[src/rtl/fp8_add_arbiter.sv]
// -----------------------------------------------------------------------------
// fp8_add_arbiter
//
// Two-requester front end for a shared FP8 adder/subtractor datapath.
// A round-robin arbiter accepts at most one operation per cycle. The accepted
// operands are pre-processed (operand swap, exponent difference, effective
// subtract, near/far path select) and registered. The registered values drive
// the external datapath. One edge later the selected path's result, or a
// bypass value for zero and exact-cancel cases, goes into that requester's
// response slot.
//
// FP8 format: {sign[7], exp[6:3], mant[2:0]}, bias 7. exp==0 is zero
// (flush-to-zero). frac = {1, mant}.
//
// Ports
//   clk, rst            : clock, synchronous active-high reset
//   reqN_valid/ready    : request handshake (N = 0, 1); ready is the grant
//   reqN_a, reqN_b      : FP8 operands
//   reqN_op             : 0 = a + b, 1 = a - b
//   rspN_valid/ready    : response handshake
//   rspN_data           : FP8 result, held stable while valid and not ready
//   dp_fraca, dp_fracb  : fractions of the larger (A) and smaller (B) operand
//   dp_exp_large        : exponent of A
//   dp_d                : exp(A) - exp(B)
//   dp_sub              : effective subtraction
//   dp_far              : 1 = far path, 0 = close path
//   dp_far_*, dp_close_*: per-path fraction/exponent returned by the datapath
//   ops_done            : saturating count of completed response handshakes
// -----------------------------------------------------------------------------
module fp8_add_arbiter (
    input  logic        clk,
    input  logic        rst,

    input  logic        req0_valid,
    output logic        req0_ready,
    input  logic [7:0]  req0_a,
    input  logic [7:0]  req0_b,
    input  logic        req0_op,
    output logic        rsp0_valid,
    input  logic        rsp0_ready,
    output logic [7:0]  rsp0_data,

    input  logic        req1_valid,
    output logic        req1_ready,
    input  logic [7:0]  req1_a,
    input  logic [7:0]  req1_b,
    input  logic        req1_op,
    output logic        rsp1_valid,
    input  logic        rsp1_ready,
    output logic [7:0]  rsp1_data,

    output logic [3:0]  dp_fraca,
    output logic [3:0]  dp_fracb,
    output logic [3:0]  dp_exp_large,
    output logic [3:0]  dp_d,
    output logic        dp_sub,
    output logic        dp_far,
    input  logic [3:0]  dp_far_frac,
    input  logic [3:0]  dp_far_exp,
    input  logic [3:0]  dp_close_frac,
    input  logic [3:0]  dp_close_exp,

    output logic [15:0] ops_done
);

    // Everything the datapath and the completion stage need about one op.
    typedef struct packed {
        logic [3:0] fraca;
        logic [3:0] fracb;
        logic [3:0] exp_large;
        logic [3:0] d;
        logic       sub;
        logic       far;
        logic       sign_a;
        logic       byp;      // result comes from byp_val, not the datapath
        logic [7:0] byp_val;
        logic       id;       // requester that owns this op
    } issue_t;

    // Swap so A has the larger magnitude ({exp,mant}; a wins ties), then
    // derive the datapath controls and any bypass result.
    function automatic issue_t preprocess(input logic [7:0] a,
                                          input logic [7:0] b,
                                          input logic       op,
                                          input logic       id);
        issue_t     r;
        logic [7:0] bp;
        logic       a_wins;
        logic [6:0] big_mag;
        logic [6:0] small_mag;
        logic       a_zero;
        logic       b_zero;
        bp        = {b[7] ^ op, b[6:0]};
        a_wins    = (a[6:0] >= bp[6:0]);
        big_mag   = a_wins ? a[6:0] : bp[6:0];
        small_mag = a_wins ? bp[6:0] : a[6:0];
        r.fraca     = {1'b1, big_mag[2:0]};
        r.fracb     = {1'b1, small_mag[2:0]};
        r.exp_large = big_mag[6:3];
        r.d         = big_mag[6:3] - small_mag[6:3];
        r.sub       = a[7] ^ bp[7];
        r.far       = !(r.sub && (r.d <= 4'd1));
        r.sign_a    = a_wins ? a[7] : bp[7];
        a_zero      = (a[6:3] == 4'd0);
        b_zero      = (bp[6:3] == 4'd0);
        r.byp       = a_zero || b_zero || (r.sub && (a[6:0] == bp[6:0]));
        if (a_zero && b_zero) r.byp_val = 8'h00;
        else if (a_zero)      r.byp_val = bp;
        else if (b_zero)      r.byp_val = a;
        else                  r.byp_val = 8'h00;   // exact cancellation
        r.id        = id;
        return r;
    endfunction

    // State
    issue_t      issue_q,      issue_d;
    logic        busy_q,       busy_d;      // op issued at the previous edge
    logic        last_q,       last_d;      // requester granted most recently
    logic        rsp0_valid_q, rsp0_valid_d;
    logic [7:0]  rsp0_data_q,  rsp0_data_d;
    logic        rsp1_valid_q, rsp1_valid_d;
    logic [7:0]  rsp1_data_q,  rsp1_data_d;
    logic [15:0] ops_done_q,   ops_done_d;

    logic        elig0, elig1, grant0, grant1;
    logic [3:0]  sel_frac, sel_exp;
    logic [7:0]  result;
    logic [16:0] ops_sum;
    logic        unused_hidden_bit;

    // Arbitration. A requester with an op in flight or an undrained response
    // slot is not eligible, which caps each one at an op every other cycle.
    always_comb begin
        // NOTE: every signal gets a default first so no latch is inferred.
        elig0  = req0_valid && !(busy_q && !issue_q.id) && (!rsp0_valid_q || rsp0_ready);
        elig1  = req1_valid && !(busy_q &&  issue_q.id) && (!rsp1_valid_q || rsp1_ready);
        grant0 = 1'b0;
        grant1 = 1'b0;
        if (!rst) begin
            if (elig0 && elig1) begin
                grant0 = last_q;          // 1 granted last -> 0 goes now
                grant1 = !last_q;
            end else begin
                grant0 = elig0;
                grant1 = elig1;
            end
        end
    end

    // Issue register and round-robin pointer; held when nothing is accepted.
    always_comb begin
        busy_d  = grant0 || grant1;
        last_d  = last_q;
        issue_d = issue_q;
        if (grant1) begin
            last_d  = 1'b1;
            issue_d = preprocess(req1_a, req1_b, req1_op, 1'b1);
        end else if (grant0) begin
            last_d  = 1'b0;
            issue_d = preprocess(req0_a, req0_b, req0_op, 1'b0);
        end
    end

    // Completion: pick the path result and assemble the FP8 word. The hidden
    // bit of the returned fraction is implied and not stored.
    always_comb begin
        sel_frac = issue_q.far ? dp_far_frac : dp_close_frac;
        sel_exp  = issue_q.far ? dp_far_exp  : dp_close_exp;
        if (issue_q.byp)            result = issue_q.byp_val;
        else if (sel_exp == 4'd0)   result = 8'h00;
        else                        result = {issue_q.sign_a, sel_exp, sel_frac[2:0]};
    end
    assign unused_hidden_bit = sel_frac[3];

    // Response slots. Eligibility guarantees the slot is empty (or draining
    // at the accept edge) when the result arrives, so capture and drain
    // never collide.
    always_comb begin
        rsp0_valid_d = rsp0_valid_q;
        rsp0_data_d  = rsp0_data_q;
        rsp1_valid_d = rsp1_valid_q;
        rsp1_data_d  = rsp1_data_q;
        if (rsp0_valid_q && rsp0_ready) rsp0_valid_d = 1'b0;
        if (rsp1_valid_q && rsp1_ready) rsp1_valid_d = 1'b0;
        if (busy_q && !issue_q.id) begin
            rsp0_valid_d = 1'b1;
            rsp0_data_d  = result;
        end
        if (busy_q && issue_q.id) begin
            rsp1_valid_d = 1'b1;
            rsp1_data_d  = result;
        end
    end

    // Completed-operation counter, saturating at 0xFFFF.
    always_comb begin
        ops_sum = {1'b0, ops_done_q}
                + 17'(rsp0_valid_q && rsp0_ready)
                + 17'(rsp1_valid_q && rsp1_ready);
        ops_done_d = ops_sum[16] ? 16'hFFFF : ops_sum[15:0];
    end

    always_ff @(posedge clk) begin
        // NOTE: non-blocking assignments so every flop samples pre-edge values.
        if (rst) begin
            issue_q      <= '0;
            busy_q       <= 1'b0;
            last_q       <= 1'b1;   // next tie goes to requester 0
            rsp0_valid_q <= 1'b0;
            rsp0_data_q  <= 8'h00;
            rsp1_valid_q <= 1'b0;
            rsp1_data_q  <= 8'h00;
            ops_done_q   <= 16'h0000;
        end else begin
            issue_q      <= issue_d;
            busy_q       <= busy_d;
            last_q       <= last_d;
            rsp0_valid_q <= rsp0_valid_d;
            rsp0_data_q  <= rsp0_data_d;
            rsp1_valid_q <= rsp1_valid_d;
            rsp1_data_q  <= rsp1_data_d;
            ops_done_q   <= ops_done_d;
        end
    end

    assign req0_ready   = grant0;
    assign req1_ready   = grant1;
    assign rsp0_valid   = rsp0_valid_q;
    assign rsp0_data    = rsp0_data_q;
    assign rsp1_valid   = rsp1_valid_q;
    assign rsp1_data    = rsp1_data_q;
    assign dp_fraca     = issue_q.fraca;
    assign dp_fracb     = issue_q.fracb;
    assign dp_exp_large = issue_q.exp_large;
    assign dp_d         = issue_q.d;
    assign dp_sub       = issue_q.sub;
    assign dp_far       = issue_q.far;
    assign ops_done     = ops_done_q;

endmodule

[config.mk]
export PLATFORM = sky130hd
export DESIGN_NAME = fp8_add_arbiter
export DESIGN_NICKNAME = d
export VERILOG_FILES = /design/src/rtl/fp8_add_arbiter.sv
export SDC_FILE = /design/constraint.sdc
export NUM_CORES = 1
export LEC_CHECK = 0
export CORE_UTILIZATION = 25
export CTS_CLUSTER_SIZE = 8
export DETAILED_ROUTE_END_ITERATION = 10
export HOLD_SLACK_MARGIN = 0.03
export PLACE_DENSITY = 0.47
export SYNTH_ARGS = -nofsm -noshare
export SYNTH_HDL_FRONTEND = slang
export SYNTH_SLANG_ARGS = --single-unit
export TNS_END_PERCENT = 50
[constraint.sdc]
create_clock -name clk -period 2.73 [get_ports clk]
set_input_delay 0.546 -clock clk [delete_from_list [all_inputs] [get_ports clk]]
set_output_delay 0.546 -clock clk [all_outputs]
set_load 0.01 [all_outputs]
# Yosys cells after proc, flatten, opt, wreduce, memory -nomap -nowiden
# Index checks and enable logic that the tools add are counted.
word_totals:
  out_inout_bits: 54
  regBits: 65
classes:
  order_cmp: 4
  eq_ne: 2
  n_bitwise: 4
  add_sub_neg: 4
  n_reduce_logical: 39
  muxes: 27
op_table:
  columns: ["operator", "count"]
  rows:
  - ["two-way mux 8 bit", 8]
  - ["two-way mux 29 bit", 2]
  - ["two-way mux 7 bit", 4]
  - ["logical NOT 4 bit", 5]
  - ["adder 16 x 1 -> 17 bit", 1]
  - ["adder 17 x 1 -> 17 bit", 1]
  - ["two-way mux 16 bit", 1]
  - ["logical AND 1 bit", 15]
  - ["== test 7 bit", 2]
  - ["greater-or-equal comparator 7 bit", 2]
  - ["two-way mux 1 bit", 10]
  - ["less-or-equal comparator 4 x 1 -> 1 bit (second input constant)", 2]
  - ["logical NOT 1 bit", 8]
  - ["subtractor 4 bit", 2]
  - ["logical OR 1 bit", 7]
  - ["nonzero test 2 bit", 3]
  - ["two-way mux 4 bit", 1]
  - ["bitwise XOR 1 bit", 4]
  - ["two-way mux 3 bit", 1]
  - ["OR reduction 2 bit", 1]

# Logic depth before layout (Yosys ltp)
# Gate-level depths: netlist of run 1.
logic_depth:
  ltp_word: 10
  mapped_depth: 13

# Worst setup path before layout of run 1
# No wires, ideal clock.
synth_timing:
  path_type: "input to register"
  start: "in req1_a[0]"
  end: "reg issue_q, in the netlist dp_far"
  n_path_buf: 1
  setup_slack_ns: 0.044
  cell_stages: 13
  t_arrival_ns: 2.558
  required_ns: 2.602
  path_cell_list: "inv_1 -> ha_1 -> nand2b_1 -> a211o_1 -> a21oi_2 -> buf_4 -> nor2_1 -> a22oi_1 -> ha_1 -> a211oi_2 -> xnor2_1 -> nor4_1 -> a211oi_1"
synth_between:
  elab_chain_cells: 7
  elab_cells_between_ends: 8
synth_rtl:
  columns: ["element", "line", "source"]
  rows:
  - ["from (decl)", "45", "input logic [7:0] req1_a,"]
  - ["greater-or-equal comparator 7 bit (*)", "94", "a_wins = (a[6:0] >= bp[6:0]);"]
  - ["two-way mux 7 bit, on equally long branches", "95, 96", null]
  - ["subtractor 4 bit (*)", "100", "r.d = big_mag[6:3] - small_mag[6:3];"]
  - ["less-or-equal comparator 4 x 1 -> 1 bit (*)", "102", "r.far = !(r.sub && (r.d <= 4'd1));"]
  - ["logical AND 1 bit (*)", "102", null]
  - ["logical NOT 1 bit (*)", "102", null]
  - ["two-way mux 29 bit (*)", "155", "if (grant1) begin"]
  - ["to (signal assigned)", "215", "issue_q <= issue_d;"]
  - ["to (decl)", "116", "issue_t issue_q, issue_d;"]
# Every way passes the cells marked *; elsewhere a longest branch is shown, timed or not.
# A chain may end at the register's enable or synchronous reset.

# Worst setup path after layout of run 1
layout_timing:
  start: "in req1_b[3]"
  end: "reg issue_q, in the netlist dp_far"
layout_between:
  elab_chain_cells: 7
  elab_cells_between_ends: 8
layout_rtl:
  columns: ["element", "line", "source"]
  rows:
  - ["from (decl)", "46", "input logic [7:0] req1_b,"]
  - ["greater-or-equal comparator 7 bit", "94", null]
  - ["two-way mux 7 bit, on equally long branches", "95, 96", null]
  - ["subtractor 4 bit (*)", "100", null]
  - ["less-or-equal comparator 4 x 1 -> 1 bit (*)", "102", null]
  - ["logical AND 1 bit (*)", "102", null]
  - ["logical NOT 1 bit (*)", "102", null]
  - ["two-way mux 29 bit (*)", "155", null]
# Marks and branches as above.

==> results of run 1 <==
==> layer usage <==
metal	GRT usage [%]	share of wire [%]
met5	0	0
met3	3.04	5.3
met2	28.4	45
met4	4.50	1.4
met1	21.8	48
==> flip-flops by register name (all words and copies together), names as in the netlist, 3 cells and up <==
signal        count
rsp1_data         8
dp_exp_large      4
dp_d              4
issue_q          11
dp_fracb          3
dp_fraca          4
ops_done         16
rsp0_data         8
==> worst max-delay path by stage <==
stage               to  cells past startpoint
2_1_floorplan   dp_far                     13
3_3_place_gp    dp_far                     11
3_5_place_dp    dp_far                     13
4_1_cts         dp_far                     14
5_1_grt        dp_d[2]                     14
6_report        dp_far                     13
==> final cells by class <==
type                            instances  area (sq um)  area share, %
Timing Repair Buffer                  205          1820           28.6
Sequential cell                        64          1280           20.2
Inverter                               25          93.8           1.48
Clock buffer                            9           225           3.55
Clock inverter                          7          48.8          0.770
Tap cell                              211           264           4.17
Multi-Input combinational cell        376          2610           41.2
==> cell usage after synthesis (2+ instances only) <==
cell      instances  area share (%)
dfxtp_1          64              32
o211ai_1         12             2.3
nand2b_1          5            0.78
inv_2             2            0.19
nand4_1           6            0.94
a21oi_1          49             6.1
nand2_1          65             6.1
inv_1            23             2.2
buf_6             2            0.56
nor2b_1          11             1.7
or3_1             3            0.47
and3_1            3            0.47
xor2_1            9             2.0
a22oi_1           6             1.1
o21ai_1           6            0.75
o22ai_1           5            0.78
buf_4            17             3.2
a211oi_2          4             1.3
nor3_1           14             1.8
and2_1            2            0.31
nor2_1           45             4.2
buf_2             2            0.25
nand3b_1          2            0.38
a31oi_1           2            0.31
clkbuf_1         21             2.0
a221oi_1          9             2.0
xnor2_1           7             1.5
a21oi_2           2            0.44
nor4_1            5            0.78
nand3_1          17             2.1
a211o_1           3            0.66
mux2_2            3            0.85
o22a_1            3            0.66
o21ai_0          10             1.3
a211oi_1         15             2.8
ha_1             17             5.3
mux2i_1          16             4.0
o21a_1            2            0.38
==> worst max-delay path, delay by kind of cell <==
family | cells | cell delay (ps)
buffers and inverters | 2 | 550
AO/OA/AOI/OAI | 4 | 470
AND/OR/NAND/NOR | 4 | 720
XOR/XNOR | 1 | 110
adder cells (fa/ha/maj) | 2 | 460
==> cell usage in the layout (no fill, tap or decap), types with 13 or more instances in the layout <==
| cell | instances |
|---|---|
| buf_4 | 98 |
| clkdlybuf4s50_1 | 84 |
| nand2_1 | 65 |
| dfxtp_1 | 64 |
| a21oi_1 | 46 |
| nor2_1 | 41 |
| nand3_1 | 16 |
| mux2i_1 | 16 |
| a211oi_1 | 14 |
| inv_2 | 13 |
| nor3_1 | 13 |
==> per-stage QoR <==
| stage | power (mW) | hold slack (ps) | setup slack (ps) | instance area, sq um | TNS, ps |
|---|---|---|---|---|---|
| 6_report | 3.03 | 454 | 83.8 | 6340 | 0 |
| 4_1_cts | 3.04 | 458 | 4.23 | 6200 | 0 |
| 5_1_grt | 3.20 | 472 | -42.6 | 6340 | -76.1 |
| 3_3_place_gp | 1.91 | 445 | -482 | 5690 | -6170 |
| 2_1_floorplan | 1.53 | 432 | 44.3 | 3990 | 0 |
| 3_5_place_dp | 1.92 | 450 | -538 | 5690 | -6720 |
==> power breakdown <==
| part | switching (mW) | total (mW) | internal, mW | leakage [nW] |
|---|---|---|---|---|
| Clock | 0.438 | 1.05 | 0.611 | 0.123 |
| Combinational | 0.448 | 0.926 | 0.478 | 1.88 |
| Sequential | 0.0555 | 1.06 | 1.00 | 0.523 |
| Total | 0.941 | 3.03 | 2.09 | 2.53 |
==> kinds of logic (layout without fill, tap and decap cells) <==
family	Yosys count	count (layout)	synth area share [%]
muxes	20	20	5.42
and+or+nand+nor	183	183	21.1
xor gates and xnor gates	16	16	3.51
adders and majority gates	18	18	5.83
buffers and inverters	67	246	8.34
DFF	64	64	32.1
AOI/OAI and AO/OA	139	139	23.7
==> repair_timing <==
item | in CTS | in global routing
pin swaps | 20 | 15
gates cloned | 0 | 0
setup endpoints to repair | 6 | 8
buffers inserted | 15 | 2
gates resized for setup | 36 | 30
==> flow_metrics.env, run 1 <==
export IMPL_grt_max_degree=49
export IMPL_vdd_drop_max_v=0.000293
export IMPL_p_leak_nw=2.53
export IMPL_synth_edf_count=0
export IMPL_end_kind="flip-flop"
export IMPL_crit_slowest_cell="clkdlybuf4s50_1"
export IMPL_avgSynthCellArea_sq_um=7.87
export IMPL_finalCritPeriodShare_pct=96.9
export IMPL_utilization_pct=41.2
export IMPL_hold_class="flip-flop to flip-flop"
export IMPL_drc=0
export IMPL_fmaxAchievable_ghz=0.378
export IMPL_h_tree_depth=3
export IMPL_fin_nets=755
export IMPL_period_minus_slack_ps=2650
export IMPL_drtAntennaViolNets=0
export IMPL_diodes=0
export IMPL_die_width_um=128
export IMPL_r2r_start="busy_q"
export IMPL_synth_seq_area_share_pct=32.1
export IMPL_wire_per_inst_um=15.2
export IMPL_cts_tree="done"
export IMPL_ys_types=56
export IMPL_synth_main_ff_cell="dfxtp_1"
export IMPL_coreArea_sq_mm=0.0154
export IMPL_clockRootBuffer="clkbuf_16"
export IMPL_startpoint="req1_b[3]"
export IMPL_async_reset_ff_share_pct=0
export IMPL_syn_num_nets=581
export IMPL_rows=45
export IMPL_min_from="issue_q[6]"
export IMPL_drt_total_wl_mm=13.7
export IMPL_tightest_slew_ps=640
export IMPL_dieHeight_um=128
export IMPL_worst_skew_pair_late_latency_ps=340
export IMPL_syn_to_final_growth_pct=58.8
export IMPL_synth_seq_cells=64
export IMPL_worstPathCellList="clkdlybuf4s50_1 > inv_2 > ha_4 > nand4_1 > nor2_2 > a21oi_2 > nor2_1 > a22oi_1 > ha_2 > a211oi_2 > xnor2_1 > nor4_2 > a211oi_1"
export IMPL_dp_cells=864
export IMPL_synthCells=507
export IMPL_cpPeakStageDelay_ps=490
export IMPL_vias=4262
export IMPL_yosysWarnings=0
export IMPL_grt_overflow_total=0
export IMPL_clk_path_buf_depth=2
export IMPL_min_to="issue_q[6]"
export IMPL_final_cell_count_no_fill=897
export IMPL_drive_gt1_share_pct=25.5
export IMPL_initial_utilization_pct=26.0
export IMPL_reg2reg_to="issue_q[5]"
export IMPL_antenna_found_initial=0
export IMPL_drt_first_iter_violations=263
export IMPL_cap_viol_max_count=0
export IMPL_port_buffers=107
export IMPL_grt_pass1_vias=4318
export IMPL_n_fill_cell=1587
export IMPL_via_per_inst=4.75
export IMPL_crit_type="input port to flip-flop"
export IMPL_crit_path_start_kind="input port"
export IMPL_fp_dieArea_sq_mm=0.0165
export IMPL_setup_viol=0
export IMPL_worstRegToRegCells=10
export IMPL_grt_pass1_wl_mm=21.7
export IMPL_first_pass_iters=4
export IMPL_crit_fanout=4
export IMPL_dp_hpwl_mm=10.5
export IMPL_path_clk_slew_ps=60
export IMPL_synthesis_area_sq_mm=0.00399
export IMPL_relSlewSlack_pct=57.0
export IMPL_clkSinkCount=64
export IMPL_place_gp_congestion=0.872
export IMPL_arrival_ps=2850
export IMPL_hold_viol=0
export IMPL_r2r_setup_slack_ps=520
export IMPL_powerDensity_mw_per_mm2=478
export IMPL_status="complete, no violations"
export IMPL_pin_count=110
export IMPL_required_ps=2930
export IMPL_clock_skew_ps=12.9
export IMPL_cts_buffers=9
export IMPL_ctsHoldBuffers=0
export IMPL_grt_total_usage_pct=16.8
export IMPL_whs_path_depth=2
export IMPL_slew_violations=0
Note: power is estimated with default switching activity, not from simulation.
==> run 2, diff against run 1 <==
Settings changed: CORE_UTILIZATION 25 to 44, PLACE_DENSITY 0.47 to 0.75.
==> run 2 against run 1 <==
Non-clock buffer count down 13. Largest power group unchanged. Final cell count decreased by 13%. Critical path depth fell by 3. Critical endpoint unchanged. Routed wire length shrank 10%. Via count is 1.3% higher. Register-to-register slack about the same.
==> flow_metrics.env, run 2 (same netlist as run 1, synthesis figures left out) <==
export IMPL_status="complete, no violations"
export IMPL_worstRegToRegCells=9
export IMPL_cts_tree="done"
export IMPL_clkSinkCount=64
export IMPL_p_comb_share_pct=32.9
export IMPL_antenna_found_initial=0
export IMPL_drive_gt1_share_pct=22.1
export IMPL_fin_nets=742
export IMPL_fin_ws_ps=21.9
export IMPL_powerDensity_mw_per_mm2=463
export IMPL_dieHeight_um=97.2
export IMPL_end_kind="flip-flop"
export IMPL_setup_viol=0
export IMPL_syn_to_final_growth_pct=50.8
export IMPL_power_net_switching_mw=0.869
export IMPL_switching_share_pct=31.1
export IMPL_seq_power_share_pct=37.6
export IMPL_r2r_start="issue_q[0]"
export IMPL_first_pass_iters=5
export IMPL_grt_max_degree=52
export IMPL_min_to="dp_fraca[0]"
export IMPL_drt_total_wl_mm=12.2
export IMPL_period_minus_slack_ps=2710
export IMPL_fp_dieArea_sq_mm=0.00945
export IMPL_clockRootBuffer="clkbuf_8"
export IMPL_finalCritPeriodShare_pct=99.2
export IMPL_utilization_pct=68.7
export IMPL_vias=4316
export IMPL_hold_class="flip-flop to flip-flop"
export IMPL_required_ps=2950
export IMPL_drtAntennaViolNets=0
export IMPL_hold_viol=0
export IMPL_internal_power_mw=1.92
export IMPL_tightest_slew_ps=541
export IMPL_whs_path_depth=2
export IMPL_cap_viol_max_count=0
export IMPL_path_clk_slew_ps=80
export IMPL_via_per_inst=5.53
export IMPL_arrival_ps=2920
export IMPL_port_buffers=107
export IMPL_layout_commonest_cell="clkdlybuf4s50_1"
export IMPL_min_from="dp_fraca[0]"
export IMPL_p_leak_nw=2.42
export IMPL_ctsHoldBuffers=0
export IMPL_worst_skew_pair_late_latency_ps=340
export IMPL_pin_count=110
export IMPL_reg2reg_to="issue_q[5]"
export IMPL_r2r_setup_slack_ps=520
export IMPL_grt_pass1_wl_mm=19.6
export IMPL_grt_overflow_total=0
export IMPL_pre_cts_ws_ps=-546
export IMPL_final_area_sq_mm=0.00602
export IMPL_largest_reg_flops=16
export IMPL_clk_path_buf_depth=2
export IMPL_h_tree_depth=3
export IMPL_rows=34
export IMPL_place_area_sq_mm=0.00551
export IMPL_grt_total_usage_pct=25.4
export IMPL_crit_path_start_kind="input port"
export IMPL_slew_violations=0
export IMPL_power_total_mw=2.79
export IMPL_clock_skew_ps=9.50
export IMPL_relSlewSlack_pct=63.7
export IMPL_coreArea_sq_mm=0.00876
export IMPL_final_setup_tns_ps=0
export IMPL_crit_fanout=3
export IMPL_dp_hpwl_mm=9.21
export IMPL_place_gp_congestion=0.964
export IMPL_wire_per_inst_um=15.7
export IMPL_grt_pass1_vias=4210
export IMPL_drc=0
export IMPL_initial_utilization_pct=45.5
export IMPL_drt_first_iter_violations=235
export IMPL_diodes=0
export IMPL_layout_common_cells="92 x clkdlybuf4s50_1, 84 x buf_4, 65 x nand2_1, 64 x dfxtp_1, 47 x a21oi_1"
export IMPL_cts_buffers=9
export IMPL_fmaxAchievable_ghz=0.369
export IMPL_die_width_um=97.2
export IMPL_crit_type="input port to flip-flop"
export IMPL_clkPwrFrac_pct=29.4
export IMPL_vdd_drop_max_v=0.000214
## run 2: changes by cell type in the layout (fill, tap and decap cells not counted), sizes merged, moves of 2 or more
cell / previous run / this run
buf: 99 / 86
clkdlybuf4s50: 84 / 92
clkinvlp: 4 / 2
dlygate4sd2: 11 / 6
dlymetal6s2s: 11 / 8
## run 2: final cells by class
class | count | area (sq um)
Clock inverter | 6 | 67.6
Clock buffer | 10 | 138
Fill cell | 725 | 2750
Timing Repair Buffer | 192 | 1730
Sequential cell | 64 | 1280
Tap cell | 108 | 135
Multi-Input combinational cell | 376 | 2570
Inverter | 25 | 93.8
## run 2: power groups by stage
stage               registers, mW  logic (mW)  clock network, mW
finish                       1.05       0.918              0.821
global placement             1.07       0.811                  0
floorplan                    1.06       0.467                  0
global route                 1.06       0.990              0.879
detailed placement           1.07       0.827                  0
CTS                          1.05       0.862              0.834
## run 2: worst max-delay path by stage
stage	from	endpoint	slack (ps)
2_1_floorplan	req1_a[0]	dp_far	40
3_3_place_gp	req0_a[0]	dp_far	-530
3_5_place_dp	req0_a[0]	dp_far	-550
4_1_cts	req0_b[4]	dp_far	-30
5_1_grt	req0_b[2]	dp_far	-30
6_report	req0_b[1]	dp_far	20
## run 2: metal layers
metal  up-vias  share of wire (%)  global-route usage [%]
li1       2121                  -                       -
met1      1992                 42                    30.8
met2       174                 49                    44.5
met3        29                6.0                    4.46
met4         0                2.4                    9.95
met5         -                  0                       0
## run 2: worst max-delay path, stage by stage
cell             delay, ps
clkdlybuf4s50_1        500
inv_1                  100
ha_4                   240
a211oi_4               300
o211a_1                240
a21oi_2                 40
ha_1                   330
or3_1                  380
a211oi_2               180
a211oi_2                60
## run 2: timing repair
action,in CTS,in global routing
endpoints found under the hold margin,0,0
setup buffers,10,2
pin swaps,15,17
setup endpoints to repair,6,6
gates resized for setup,18,27
## run 2: stage by stage
stage          hold WS [ps]  instances
5_1_grt                 476        781
4_1_cts                 454        779
2_1_floorplan           432        507
6_report                453        781
3_3_place_gp            442        753
3_5_place_dp            444        753
==> run 3, diff against run 2 <==
Settings changed: SLEW_MARGIN set to 20.
==> results of run 3 <==
No change in the layout: final DEF, timing and power equal those of run 2.
